## src/rtl/csa_pair_resolver.sv

```systemverilog
// csa_pair_resolver: resolves a carry-save (sum, carry) pair to binary, one CHUNK-bit slice per cycle
module csa_pair_resolver #(
  parameter int W     = 32,
  parameter int CHUNK = 8
) (
  input  logic         clk,
  input  logic         rst_n,
  input  logic         in_valid,
  output logic         in_ready,
  input  logic [W-1:0] sum_in,
  input  logic [W-1:0] carry_in,
  output logic         out_valid,
  input  logic         out_ready,
  output logic [W-1:0] result,
  output logic         cout,
  output logic         busy
);
  localparam int NCHUNK = W / CHUNK;
  localparam int IW = NCHUNK > 1 ? $clog2(NCHUNK) : 1;
  if (W % CHUNK != 0) begin : g_chk
    $error("W must be an exact multiple of CHUNK");
  end
  typedef enum logic [1:0] {IDLE, BUSY, DONE} state_t;
  state_t state, state_nx;
  logic [W-1:0] a, b;
  logic [IW-1:0] idx;
  logic c;
  logic last;
  logic [CHUNK:0] s;
  assign last = idx == IW'(NCHUNK - 1);
  assign s = {1'b0, a[idx*CHUNK +: CHUNK]} + {1'b0, b[idx*CHUNK +: CHUNK]} + {{CHUNK{1'b0}}, c};
  assign in_ready = state == IDLE;
  assign out_valid = state == DONE;
  assign busy = state != IDLE;
  always_comb begin
    state_nx = (state == IDLE && in_valid) ? BUSY :
               (state == BUSY && last)     ? DONE :
               (state == DONE && out_ready) ? IDLE : state;
  end
  always_ff @(posedge clk or negedge rst_n) begin
    if (!rst_n) state <= IDLE;
    else state <= state_nx;
  end
  always_ff @(posedge clk or negedge rst_n) begin
    if (!rst_n) begin
      a <= '0;
      b <= '0;
      idx <= '0;
      c <= 1'b0;
      result <= '0;
      cout <= 1'b0;
    end else if (state == IDLE && in_valid) begin
      a <= sum_in;
      b <= carry_in;
      idx <= '0;
      c <= 1'b0;
    end else if (state == BUSY) begin
      result[idx*CHUNK +: CHUNK] <= s[CHUNK-1:0];
      c <= s[CHUNK];
      idx <= idx + 1'b1;
      if (last) cout <= s[CHUNK];
    end
  end
endmodule

```

## config.mk

```make
export PLATFORM = sky130hd
export DESIGN_NAME = csa_pair_resolver
export DESIGN_NICKNAME = d
export VERILOG_FILES = /design/src/rtl/csa_pair_resolver.sv
export SDC_FILE = /design/constraint.sdc
export NUM_CORES = 1
export LEC_CHECK = 0
export ABC_AREA = 1
export BUFFER_PORTS_ARGS = -buffer_cell sky130_fd_sc_hd__buf_2
export CORE_ASPECT_RATIO = 1.5
export CORE_MARGIN = 2
export CORE_UTILIZATION = 55
export CTS_BUF_LIST = sky130_fd_sc_hd__clkbuf_16
export CTS_CLUSTER_SIZE = 28
export DETAILED_ROUTE_END_ITERATION = 12
export GPL_ROUTABILITY_DRIVEN = 0
export PLACE_DENSITY = 0.85
export SLEW_MARGIN = 20
export SYNTH_ARGS = -nofsm -noshare
export SYNTH_HDL_FRONTEND = slang
export SYNTH_SLANG_ARGS = --single-unit
```

## constraint.sdc

```tcl
create_clock -name clk -period 3.03 [get_ports clk]
set_input_delay 0.1515 -clock clk [delete_from_list [all_inputs] [get_ports clk]]
set_output_delay 0.1515 -clock clk [all_outputs]
set_load 0.05 [all_outputs]
```

; Word level (Yosys, flattened, before mapping)
; Cells that the tools add are included.
[classes]
n_addsub = 4
mul = 0
div = 0
magnitude_cmp = 0
n_eq_ne = 3
shift = 4
mux = 8
bitwise_logic = 1
reduce_logical = 9
[op_table]
columns = cell, count
row1 = $shiftx A32 B6 Y8, 2
row2 = $neg A5 Y34, 1
row3 = $shift A8 B34 Y32 const A, 1
row4 = $shiftx A8 B34 Y32, 1
row5 = $bwmux W32, 1
row6 = $mux W2, 5
row7 = $add A8 B8 Y9, 1
row8 = $add A9 B1 Y9, 1
row9 = $eq A2 B2 Y1 const B, 2
row10 = $reduce_bool A2 Y1, 2
row11 = $logic_and A1 B1 Y1, 3
row12 = $reduce_and A3 Y1, 1
row13 = $reduce_bool A3 Y1, 1
row14 = $add A2 B1 Y2 const B, 1
row15 = $eq A2 B1 Y1 const B, 1
row16 = $logic_not A2 Y1, 1
row17 = $mux W1, 2
row18 = $reduce_and A2 Y1, 1
row19 = $not A1 Y1, 1
[totals]
ff_bits = 102
latchBits = 0
ramBits = 0
mem_bits_ro = 0
inputBits = 68
output_inout_bits = 36
word_cells = 36
mem_count = 0

; Depth between registers and ports, before layout
; Gate-level depths: netlist of run 1.
[logic_depth]
depth_word = 5
ltp_mapped = 16
mapped_depth_nobuf = 14

; Worst setup path before layout of run 1
; No wires, ideal clock.
[synth_path]
kind = flip-flop to flip-flop
startpoint = register idx[0]
endpoint = register result[12]
setup_ns = 0.066
arrival_ns = 2.681
required_ns = 2.964
setup_slack_ns = 0.283
path_stages_with_launch = 14
n_path_buf = 2
period_less_slack_ns = 2.747
path_cell_list = dfrtp_1 -> buf_2 -> clkinv_1 -> clkbuf_1 -> nor2_1 -> o22ai_1 -> fa_1 -> fa_1 -> nand2_1 -> nand2_1 -> and2_1 -> xor2_1 -> nand4_1 -> nand2_1
[synth_between]
elab_chain_len = 5
word_cells_on_any_way = 8
cone_classes = add/sub (3) / shift (4) / mux (1)
[synth_lines]
columns = item, line
row1 = "start, declared", 26  ; logic [IW-1:0] idx;
row2 = "start signal, assigned", 60  ; idx <= idx + 1'b1;
row3 = $shiftx A32 B6 Y8, 31  ; assign s = {1'b0, a[idx*CHUNK +: CHUNK]} + {1'b0, b[idx*CHUNK +: CHUNK]} + {{CHUNK{1'b0}}, c};
row4 = $add A8 B8 Y9, 31
row5 = $add A9 B1 Y9, 31
row6 = $shiftx A8 B34 Y32, 58  ; result[idx*CHUNK +: CHUNK] <= s[CHUNK-1:0];
row7 = $bwmux W32 *, 58
row8 = "end signal, assigned by index", 58
row9 = "end, declared", 14  ; output logic [W-1:0] result,
; Mark *: on every way between the ends. The rest lies on a longest branch, timed or not.
; A chain may end at the register's enable or synchronous reset.

; Final worst setup path of run 1
[layout_path]
startpoint = register idx[1]
endpoint = register result[14]
; The elaborated chain is that of the path after synthesis.

==> results of run 1 <==
==> worst reg2reg max path, cell delays in order, from the launching register on <==
cell and delay [ns]:
dfrtp_2 0.46, inv_1 0.21, o21ai_0 0.15, o22ai_1 0.13, fa_1 0.43, fa_1 0.43, nand2_1 0.09, nand2_1 0.08
nand3_1 0.11, nand2_1 0.07, nand2_1 0.08, nand3_1 0.11, nor2_1 0.16, nand2_1 0.07, nand2_1 0.07
==> stage by stage <==
stage,std cells,util
floorplan,459,-
global placement,661,0.632
detailed placement,661,0.632
CTS,677,0.667
global route,679,0.670
finish,679,0.670
==> cell usage after synthesis (7+ instances only) <==
| cell | instances | area share |
|---|---|---|
| mux2_4 | 27 | 0.083 |
| dfrtp_1 | 102 | 0.52 |
| o22ai_1 | 16 | 0.020 |
| mux2_2 | 37 | 0.085 |
| nand4_1 | 7 | 0.0089 |
| inv_1 | 23 | 0.018 |
| nand3_1 | 16 | 0.016 |
| o21ai_0 | 37 | 0.038 |
| ha_1 | 12 | 0.031 |
| nand2_1 | 84 | 0.064 |
| o21ai_1 | 11 | 0.011 |
| nor2_1 | 40 | 0.031 |
| clkbuf_1 | 11 | 0.0084 |
==> placed cells by master, fill, tap and decap left out, types with 16 or more instances in the layout <==
master   instances
o21ai_0         37
nand3_1         16
nand2_1         83
buf_2          102
dfrtp_1        100
nor2_1          40
mux2_2          37
inv_1           23
o22ai_1         16
mux2_4          27
==> registers in the layout, indices dropped and copies added, names as in the netlist <==
signal,count
b,32
state,2
c,1
idx,2
a,32
result,32
cout,1
==> area by class of cell <==
type                    count  area (sq um)  share of cell area
repair buffers            113           599               0.102
clock buffers               9           225              0.0385
flip-flops and latches    102          2550               0.437
multi-input cells         310          2150               0.367
clock inverters             7          80.1              0.0137
inverters                  28           105              0.0180
well taps                 110           138              0.0235
==> cell families (layout without fill, tap and decap cells) <==
logic type | count (synthesis) | after routing | synth area share
simple gates | 158 | 158 | 0.144
flops | 102 | 102 | 0.521
compound gates | 71 | 71 | 0.0792
mux | 64 | 64 | 0.168
buf+inv | 47 | 157 | 0.0432
fa+ha+maj | 14 | 14 | 0.0389
xor+xnor | 3 | 3 | 0.00537
==> what timing repair did <==
action,in CTS,in global routing
gates resized for setup,0,3
setup buffers,0,1
hold buffers,0,1
hold endpoints to repair,0,86
setup endpoints to repair,0,7
==> power groups by stage <==
stage / combinational [mW] / sequential [mW] / clock, mW
floorplan: 0.00163 / 1.39 / 0
global placement: 0.0745 / 1.39 / 0
detailed placement: 0.0764 / 1.39 / 0
CTS: 0.0762 / 1.36 / 1.19
global route: 0.0856 / 1.36 / 1.24
finish: 0.0752 / 1.36 / 1.16
==> final timing paths <==
kind / end / cells after the start / from
min reg2reg: result[23] / 2 / result[23]
max: result[14] / 14 / idx[1]
max reg2reg: result[14] / 14 / idx[1]
max in group asynchronous: result[5] / 3 / rst_n
min: b[30] / 2 / carry_in[30]
min in group asynchronous: result[26] / 2 / rst_n
==> layer usage <==
layer / part of all wire / up-vias
li1: - / 1763
met1: 0.38 / 1802
met3: 0.052 / 33
met5: 0 / -
met4: 0.038 / 0
met2: 0.53 / 142
==> run_results.csv, run 1 <==
group,metric,value,unit
critical_path,crit_top_cell,"nand2_1",
routing,totalWireLength,11000,microns
clock_network,cts_sinks,102,
clock_network,insertion_delay,0.35,ns
global_route,grt_overflow_total,0,
cells_and_area,area_delta_synth_final,19.5,%
logic_synthesis,synth_cell_types,32,
logic_synthesis,synth_edf_count,0,
global_route,grt_pass1_wl,18000,microns
die,chipWidth,81.0,microns
power,p_per_area,445,mW/mm^2
critical_path,critPathBufInv,1,
timing,finalSetupViolCount,0,
cells_and_area,nets,646,
global_route,grt_pass1_vias,3781,
critical_path,path_cells,"inv_1 > o21ai_0 > o22ai_1 > fa_1 > fa_1 > nand2_1 > nand2_1 > nand3_1 > nand2_1 > nand2_1 > nand3_1 > nor2_1 > nand2_1 > nand2_1",
clock_network,clkTransAtPathRegs,0.07,ns
clock_network,root_buffer,"clkbuf_16",
logic_synthesis,ys_ff_latch,102,
logic_synthesis,ys_seq_area_frac,0.521,
power,leakagePower,3.29,nW
power,vdd_drop_max,0.497,mV
logic_synthesis,ys_async_sr_fraction,1.00,
power,sw_frac_of_total,0.213,
global_route,grtUsageTotal,0.247,
logic_synthesis,yosys_warnings,0,
placement,io_buffers,103,
power,power_frac_clock,0.448,
clock_network,cts_max_level,3,
global_route,use_met3,0.0466,
logic_synthesis,ys.flop_type,"dfrtp_1",
critical_path,required,3.32,ns
routing,routed_via_density,5.51,
timing,maxSlewViolCount,0,
timing,setup_slack,0.333,ns
timing,fmax,371,MHz
critical_path,max_stage_delay,0.46,ns
placement,placed_area,0.00551,sq mm
critical_path,cp_top_family,"adder cells",
min_path,hp-class,"in -> reg",
global_route,gr-usage-met1,0.302,
power,seq_power_share,0.523,
clock_network,cts_tree,"done",
critical_path,slowest_stage,"dfrtp_2",
timing,post-route-period-util,0.890,
critical_path,cp-end-kind,"flip-flop",
logic_synthesis,syn_nets,541,
routing,drtPass1Iterations,4,
timing,period_minus_slack,2.70,ns
timing,report.final.hold_viol_count,0,
logic_synthesis,avgSynthCellArea,10.7,sq um
logic_synthesis,synthCells,459,
cells_and_area,n_fill_cell,685,
run,maxCapViolCount,0,
outcome,status,"complete, no violations",
routing,drt_iter0_drc,218,
logic_synthesis,netlist_area,0.00489,sq mm
routing,final_antenna_net_count,0,
die,ios,104,
critical_path,critPathMaxFanout,12,
timing,fin_tns_setup,0,ns
die,core,0.00872,sq mm
routing,avgRoutedWirePerCell,16.3,microns
cells_and_area,diodes,0,
clock_network,cts_made_buffers,9,
timing,clock_skew,0.00736,ns
clock_network,clockBufferDepth,2,
timing,holdWs,0.0314,ns
routing,num_vias,3740,
placement,dp_slack,0.179,ns
global_route,use_met2,0.416,
global_route,antenna_found_initial,0,
global_route,grt.busiest_layer,"met2",
critical_path,critical_path.startpoint_type,"flip-flop",
critical_path,path_class,"reg -> reg",
die,rows,42,
die,die_y,120,microns
timing,slew_headroom,0.344,
global_route,grt_max_degree,89,
power,p_comb_frac,0.029,
timing,rsz0062_at_grt,"no",
placement,dpl.hpwl,8170,microns
power,p_total,2.60,mW
cells_and_area,stdcell_area,0.00585,sq mm
die,initial_utilization,0.561,
die,dieArea,0.00969,sq mm
routing,drc,0,
critical_path,critical_path_arrival,2.99,ns
critical_path,r2r_slack,0.33,ns
timing,tightest_slew,0.985,ns
cells_and_area,drive_above_1_share,0.366,
power,p_sw,555,uW
power,p_int,2.05,mW
No activity file was read; power rests on OpenSTA's default activity.
==> run 2, diff against run 1 <==
--- a/config.mk
+++ b/config.mk
@@ -8,13 +8,14 @@
 export ABC_AREA = 1
 export BUFFER_PORTS_ARGS = -buffer_cell sky130_fd_sc_hd__buf_2
 export CORE_ASPECT_RATIO = 1.5
-export CORE_MARGIN = 2
+export CORE_MARGIN = 1
 export CORE_UTILIZATION = 55
 export CTS_BUF_LIST = sky130_fd_sc_hd__clkbuf_16
 export CTS_CLUSTER_SIZE = 28
 export DETAILED_ROUTE_END_ITERATION = 12
 export GPL_ROUTABILITY_DRIVEN = 0
 export PLACE_DENSITY = 0.85
+export RECOVER_POWER = 100
 export SLEW_MARGIN = 20
 export SYNTH_ARGS = -nofsm -noshare
 export SYNTH_HDL_FRONTEND = slang
==> run_results.csv, run 2 (synthesized netlist as in run 1, its figures left out) <==
group,metric,value,unit
timing,clock_skew,0.00681,ns
placement,dp_slack,0.372,ns
clock_network,ctsHoldBuffers,0,
global_route,grt_overflow_total,0,
clock_network,ctsResizeCount,0,
die,initial_utilization,0.575,
routing,wl_met1,4510,microns
timing,fin_tns_setup,0,ns
clock_network,post_cts_buffers,0,
outcome,status,"finished, violations left",
timing,report.final.hold_viol_count,0,
critical_path,rr_worst_depth,11,
timing,post-route-period-util,0.899,
critical_path,critical_path_arrival,3.01,ns
timing,maxSlewViolCount,82,
clock_network,cts_tree,"done",
die,dieArea,0.00929,sq mm
critical_path,crit_cells,11,
critical_path,critical_path.startpoint_type,"flip-flop",
timing,slew_headroom,-0.282,
critical_path,critPathMaxFanout,12,
routing,topRoutingLayerUsed,"met4",
placement,dpl.hpwl,8030,microns
timing,setup_slack,0.305,ns
timing,tightest_slew,1.92,ns
cells_and_area,n_fill_cell,733,
die,ios,104,
global_route,grtUsageTotal,0.252,
power,vdd_drop_max,0.343,mV
clock_network,cts_made_buffers,9,
cells_and_area,drive_above_1_share,0.235,
timing,period_minus_slack,2.73,ns
critical_path,max_stage_delay,0.47,ns
die,rows,41,
run,maxCapViolCount,2,
global_route,antenna_found_initial,0,
routing,wl_met3,460,microns
global_route,grt_max_degree,82,
cells_and_area,final_cell_mix,"dfrtp_1 (102), nand2_1 (83), buf_2 (67)",
outcome,violations,"max-capacitance violations, max-slew violations",
cells_and_area,nets,644,
routing,drtPass1Iterations,5,
routing,routed_via_density,5.62,
routing,route.met2.wl,5520,microns
critical_path,path_cells,"inv_1 > o21ai_0 > o22ai_1 > fa_1 > fa_1 > nand2_1 > nand2_1 > and2_0 > xor2_1 > nand4_1 > nand2_1",
min_path,hp-class,"in -> reg",
cells_and_area,final_common_cell,"dfrtp_1",
global_route,grt_pass1_wl,17900,microns
critical_path,path_class,"reg -> reg",
die,chipWidth,79.0,microns
critical_path,cp-end-kind,"flip-flop",
routing,drc,0,
critical_path,cp_top_family,"adder cells",
cells_and_area,diodes,0,
timing,rsz0062_at_grt,"no",
clock_network,root_buffer,"clkbuf_16",
min_path,hold_depth,2,
placement,io_buffers,103,
routing,num_vias,3780,
critical_path,required,3.31,ns
routing,totalWireLength,11000,microns
routing,avgRoutedWirePerCell,16.4,microns
clock_network,cts_sinks,102,
clock_network,clkTransAtPathRegs,0.07,ns
cells_and_area,area_delta_synth_final,14.9,%
die,core,0.00852,sq mm
cells_and_area,multi_input_area,0.00200,sq mm
cells_and_area,seq_area,0.00255,sq mm
clock_network,clockBufferDepth,2,
power,leakagePower,3.03,nW
global_route,grt_pass1_vias,3858,
routing,final_antenna_net_count,0,
clock_network,insertion_delay,0.34,ns
critical_path,critPathBufInv,1,
power,p_per_area,466,mW/mm^2
clock_network,cts_max_level,3,
cells_and_area,reg.largest.list,"a x32, b x32, result x32",
critical_path,slowest_stage,"dfrtp_1",
critical_path,crit_top_cell,"nand2_1",
routing,drt_iter0_drc,196,
die,die_y,118,microns
timing,fmax,367,MHz
timing,finalSetupViolCount,0,
critical_path,r2r_slack,0.30,ns
[run 2: power by group]
| group | total [mW] | internal [mW] | switching, mW |
|---|---|---|---|
| combinational | 0.0707 | 0.0313 | 0.0394 |
| clock | 1.19 | 0.710 | 0.478 |
| sequential | 1.36 | 1.36 | 0 |
[run 2: worst register-to-register path, cell delays in order (launching register included)]
cell and delay [ns]:
dfrtp_1 0.47, inv_1 0.23, o21ai_0 0.14, o22ai_1 0.11, fa_1 0.45, fa_1 0.42
nand2_1 0.08, nand2_1 0.06, and2_0 0.17, xor2_1 0.31, nand4_1 0.14, nand2_1 0.09
[run 2: path summary, 6_finish.rpt]
kind,from,endpoint
min,carry_in[18],b[18]
max reg2reg,idx[1],result[28]
max,idx[1],result[28]
min in group asynchronous,rst_n,result[8]
min reg2reg,result[16],result[16]
max in group asynchronous,rst_n,a[27]
[run 2: area by class of cell]
| type | count | share of cell area |
|---|---|---|
| Clock buffer | 9 | 0.0401 |
| Inverter | 28 | 0.0187 |
| Tap cell | 107 | 0.0238 |
| Sequential cell | 102 | 0.454 |
| Multi-Input combinational cell | 310 | 0.356 |
| Clock inverter | 6 | 0.0138 |
| Timing Repair Buffer | 111 | 0.0933 |
[run 2: metrics by stage]
stage                      util  cells  power, mW  hold WS [ns]  area (sq um)
after floorplan               -    459       1.39        -0.144          4890
after global placement    0.647    658       1.46         0.362          5510
after detailed placement  0.647    658       1.46         0.377          5510
after CTS                 0.682    673       2.64       0.00225          5810
final                     0.660    673       2.62        0.0181          5620
after global routing      0.660    673       2.69        0.0159          5620
[run 2: per-layer routing]
metal | global-route usage | vias to the layer above
li1 | - | 1765
met1 | 0.307 | 1816
met2 | 0.412 | 160
met3 | 0.0310 | 39
met4 | 0.170 | 0
met5 | 0 | -
==> run 3, diff against run 2 <==
--- a/config.mk
+++ b/config.mk
@@ -9,13 +9,14 @@
 export BUFFER_PORTS_ARGS = -buffer_cell sky130_fd_sc_hd__buf_2
 export CORE_ASPECT_RATIO = 1.5
 export CORE_MARGIN = 1
-export CORE_UTILIZATION = 55
+export CORE_UTILIZATION = 30
 export CTS_BUF_LIST = sky130_fd_sc_hd__clkbuf_16
 export CTS_CLUSTER_SIZE = 28
 export DETAILED_ROUTE_END_ITERATION = 12
 export GPL_ROUTABILITY_DRIVEN = 0
-export PLACE_DENSITY = 0.85
+export PLACE_DENSITY = 0.54
 export RECOVER_POWER = 100
+export SKIP_LAST_GASP = 1
 export SLEW_MARGIN = 20
 export SYNTH_ARGS = -nofsm -noshare
 export SYNTH_HDL_FRONTEND = slang
==> run_results.csv, run 3 (synthesized netlist as in run 1, its figures left out) <==
group,metric,value,unit
critical_path,critical_path.startpoint_type,"flip-flop",
critical_path,slowest_stage,"fa_1",
routing,routed_via_density,4.74,
clock_network,cts_sinks,102,
timing,tightest_slew,2.10,ns
clock_network,cts_tree,"done",
critical_path,path_cells,"clkinv_1 > o21ai_0 > o22ai_1 > fa_1 > fa_1 > nand2_1 > nand2_1 > and2_0 > xor2_1 > nand4_1 > nand2_1",
run,maxCapViolCount,2,
timing,maxSlewViolCount,154,
cells_and_area,final_common_cell,"dfrtp_1",
cells_and_area,nets,645,
critical_path,worstSetupStartpoint,"idx[0]",
critical_path,cp_top_family,"adder cells",
global_route,grtUsageTotal,0.146,
routing,avgRoutedWirePerCell,15.4,microns
global_route,grt_pass1_wl,18900,microns
clock_network,clockBufferDepth,2,
global_route,grt_max_degree,86,
routing,drc,0,
critical_path,path_class,"reg -> reg",
min_path,hp-class,"in -> reg",
power,leakagePower,3.06,nW
cells_and_area,drive_above_1_share,0.239,
cells_and_area,multi_input_area,0.00201,sq mm
clock_network,root_buffer,"clkbuf_16",
critical_path,r2r_start,"idx[0]",
routing,num_vias,3656,
die,die_y,158,microns
critical_path,max_stage_delay,0.44,ns
critical_path,critPathBufInv,1,
critical_path,crit_top_cell,"nand2_1",
timing,fin_tns_setup,0,ns
clock_network,cts_max_level,3,
routing,drt_iter0_drc,142,
cells_and_area,seq_area,0.00255,sq mm
timing,fmax,366,MHz
global_route,grt_overflow_total,0,
die,initial_utilization,0.310,
die,dieArea,0.0168,sq mm
min_path,hold_depth,2,
outcome,status,"finished, violations left",
clock_network,clkTransAtPathRegs,0.07,ns
timing,post-route-period-util,0.902,
routing,final_antenna_net_count,0,
critical_path,cp-end-kind,"flip-flop",
critical_path,rr_worst_depth,11,
power,p_per_area,473,mW/mm^2
die,rows,56,
critical_path,critPathMaxFanout,10,
die,core,0.0158,sq mm
outcome,violations,"max-capacitance violations, max-slew violations",
cells_and_area,reg.largest.list,"a x32, b x32, result x32",
clock_network,post_cts_buffers,0,
cells_and_area,n_fill_cell,1634,
cells_and_area,diodes,0,
placement,io_buffers,103,
routing,totalWireLength,11900,microns
timing,finalSetupViolCount,0,
critical_path,crit_cells,11,
global_route,antenna_found_initial,0,
critical_path,required,3.32,ns
clock_network,ctsHoldBuffers,0,
cells_and_area,final_cell_mix,"dfrtp_1 (102), nand2_1 (83), buf_2 (67)",
cells_and_area,area_delta_synth_final,18.3,%
routing,drtPass1Iterations,4,
global_route,grt_pass1_vias,3679,
min_path,hold_path_startpoint,"carry_in[29]",
timing,slew_headroom,-0.400,
clock_network,cts_made_buffers,9,
die,ios,104,
timing,rsz0062_at_grt,"no",
power,p_total,2.74,mW
power,vdd_drop_max,0.304,mV
timing,report.final.hold_viol_count,0,
die,chipWidth,106,microns
critical_path,critical_path_arrival,3.02,ns
placement,dpl.hpwl,9060,microns
timing,period_minus_slack,2.73,ns
clock_network,ctsResizeCount,0,
clock_network,insertion_delay,0.34,ns
timing,clock_skew,0.0103,ns
[run 3: routing by layer]
layer,wire length (microns),global-route usage,share of wire
met5,0,0,0
met4,252,0.0556,0.021
met3,536,0.0291,0.045
met2,6040,0.252,0.51
met1,5040,0.180,0.42
[run 3: worst paths after layout]
kind                         endpoint  slack, ns
max in group asynchronous   result[5]       0.82
hold / removal                  b[29]       0.02
setup reg to reg           result[28]       0.30
hold reg to reg                 b[20]       0.49
min in group asynchronous       b[30]       0.90
setup / recovery           result[28]       0.30
[run 3: final cells by class]
cell class	count	area share
Tap cell	203	0.0439
Sequential cell	102	0.441
Clock buffer	9	0.0389
Timing Repair Buffer	112	0.0918
Clock inverter	7	0.0194
Inverter	28	0.0182
Multi-Input combinational cell	310	0.347
[run 3: stage by stage]
step	instances	area (sq um)	hold WS, ns	setup slack [ns]	util
2_1_floorplan	459	4890	-0.144	0.283	-
3_3_place_gp	754	5630	0.384	0.424	0.357
3_5_place_dp	754	5630	0.387	0.313	0.357
4_1_cts	770	5970	0.0277	0.293	0.378
5_1_grt	771	5790	0.0107	0.0488	0.367
6_report	771	5790	0.0167	0.298	0.367
[run 3: where the power goes]
| group | leakage, nW | internal (mW) | switching (mW) |
|---|---|---|---|
| clock network | 0.171 | 0.804 | 0.500 |
| registers | 1.40 | 1.36 | 0 |
| logic | 1.49 | 0.0323 | 0.0402 |
[run 3: worst reg2reg max path: cells and delay by family (launching register included)]
family | cells | cell delay (ns)
adders and majority gates | 2 | 0.86
DFF | 1 | 0.37
buffers and inverters | 1 | 0.22
and+or+nand+nor | 5 | 0.55
xor gates and xnor gates | 1 | 0.33
AOI/OAI and AO/OA | 2 | 0.35
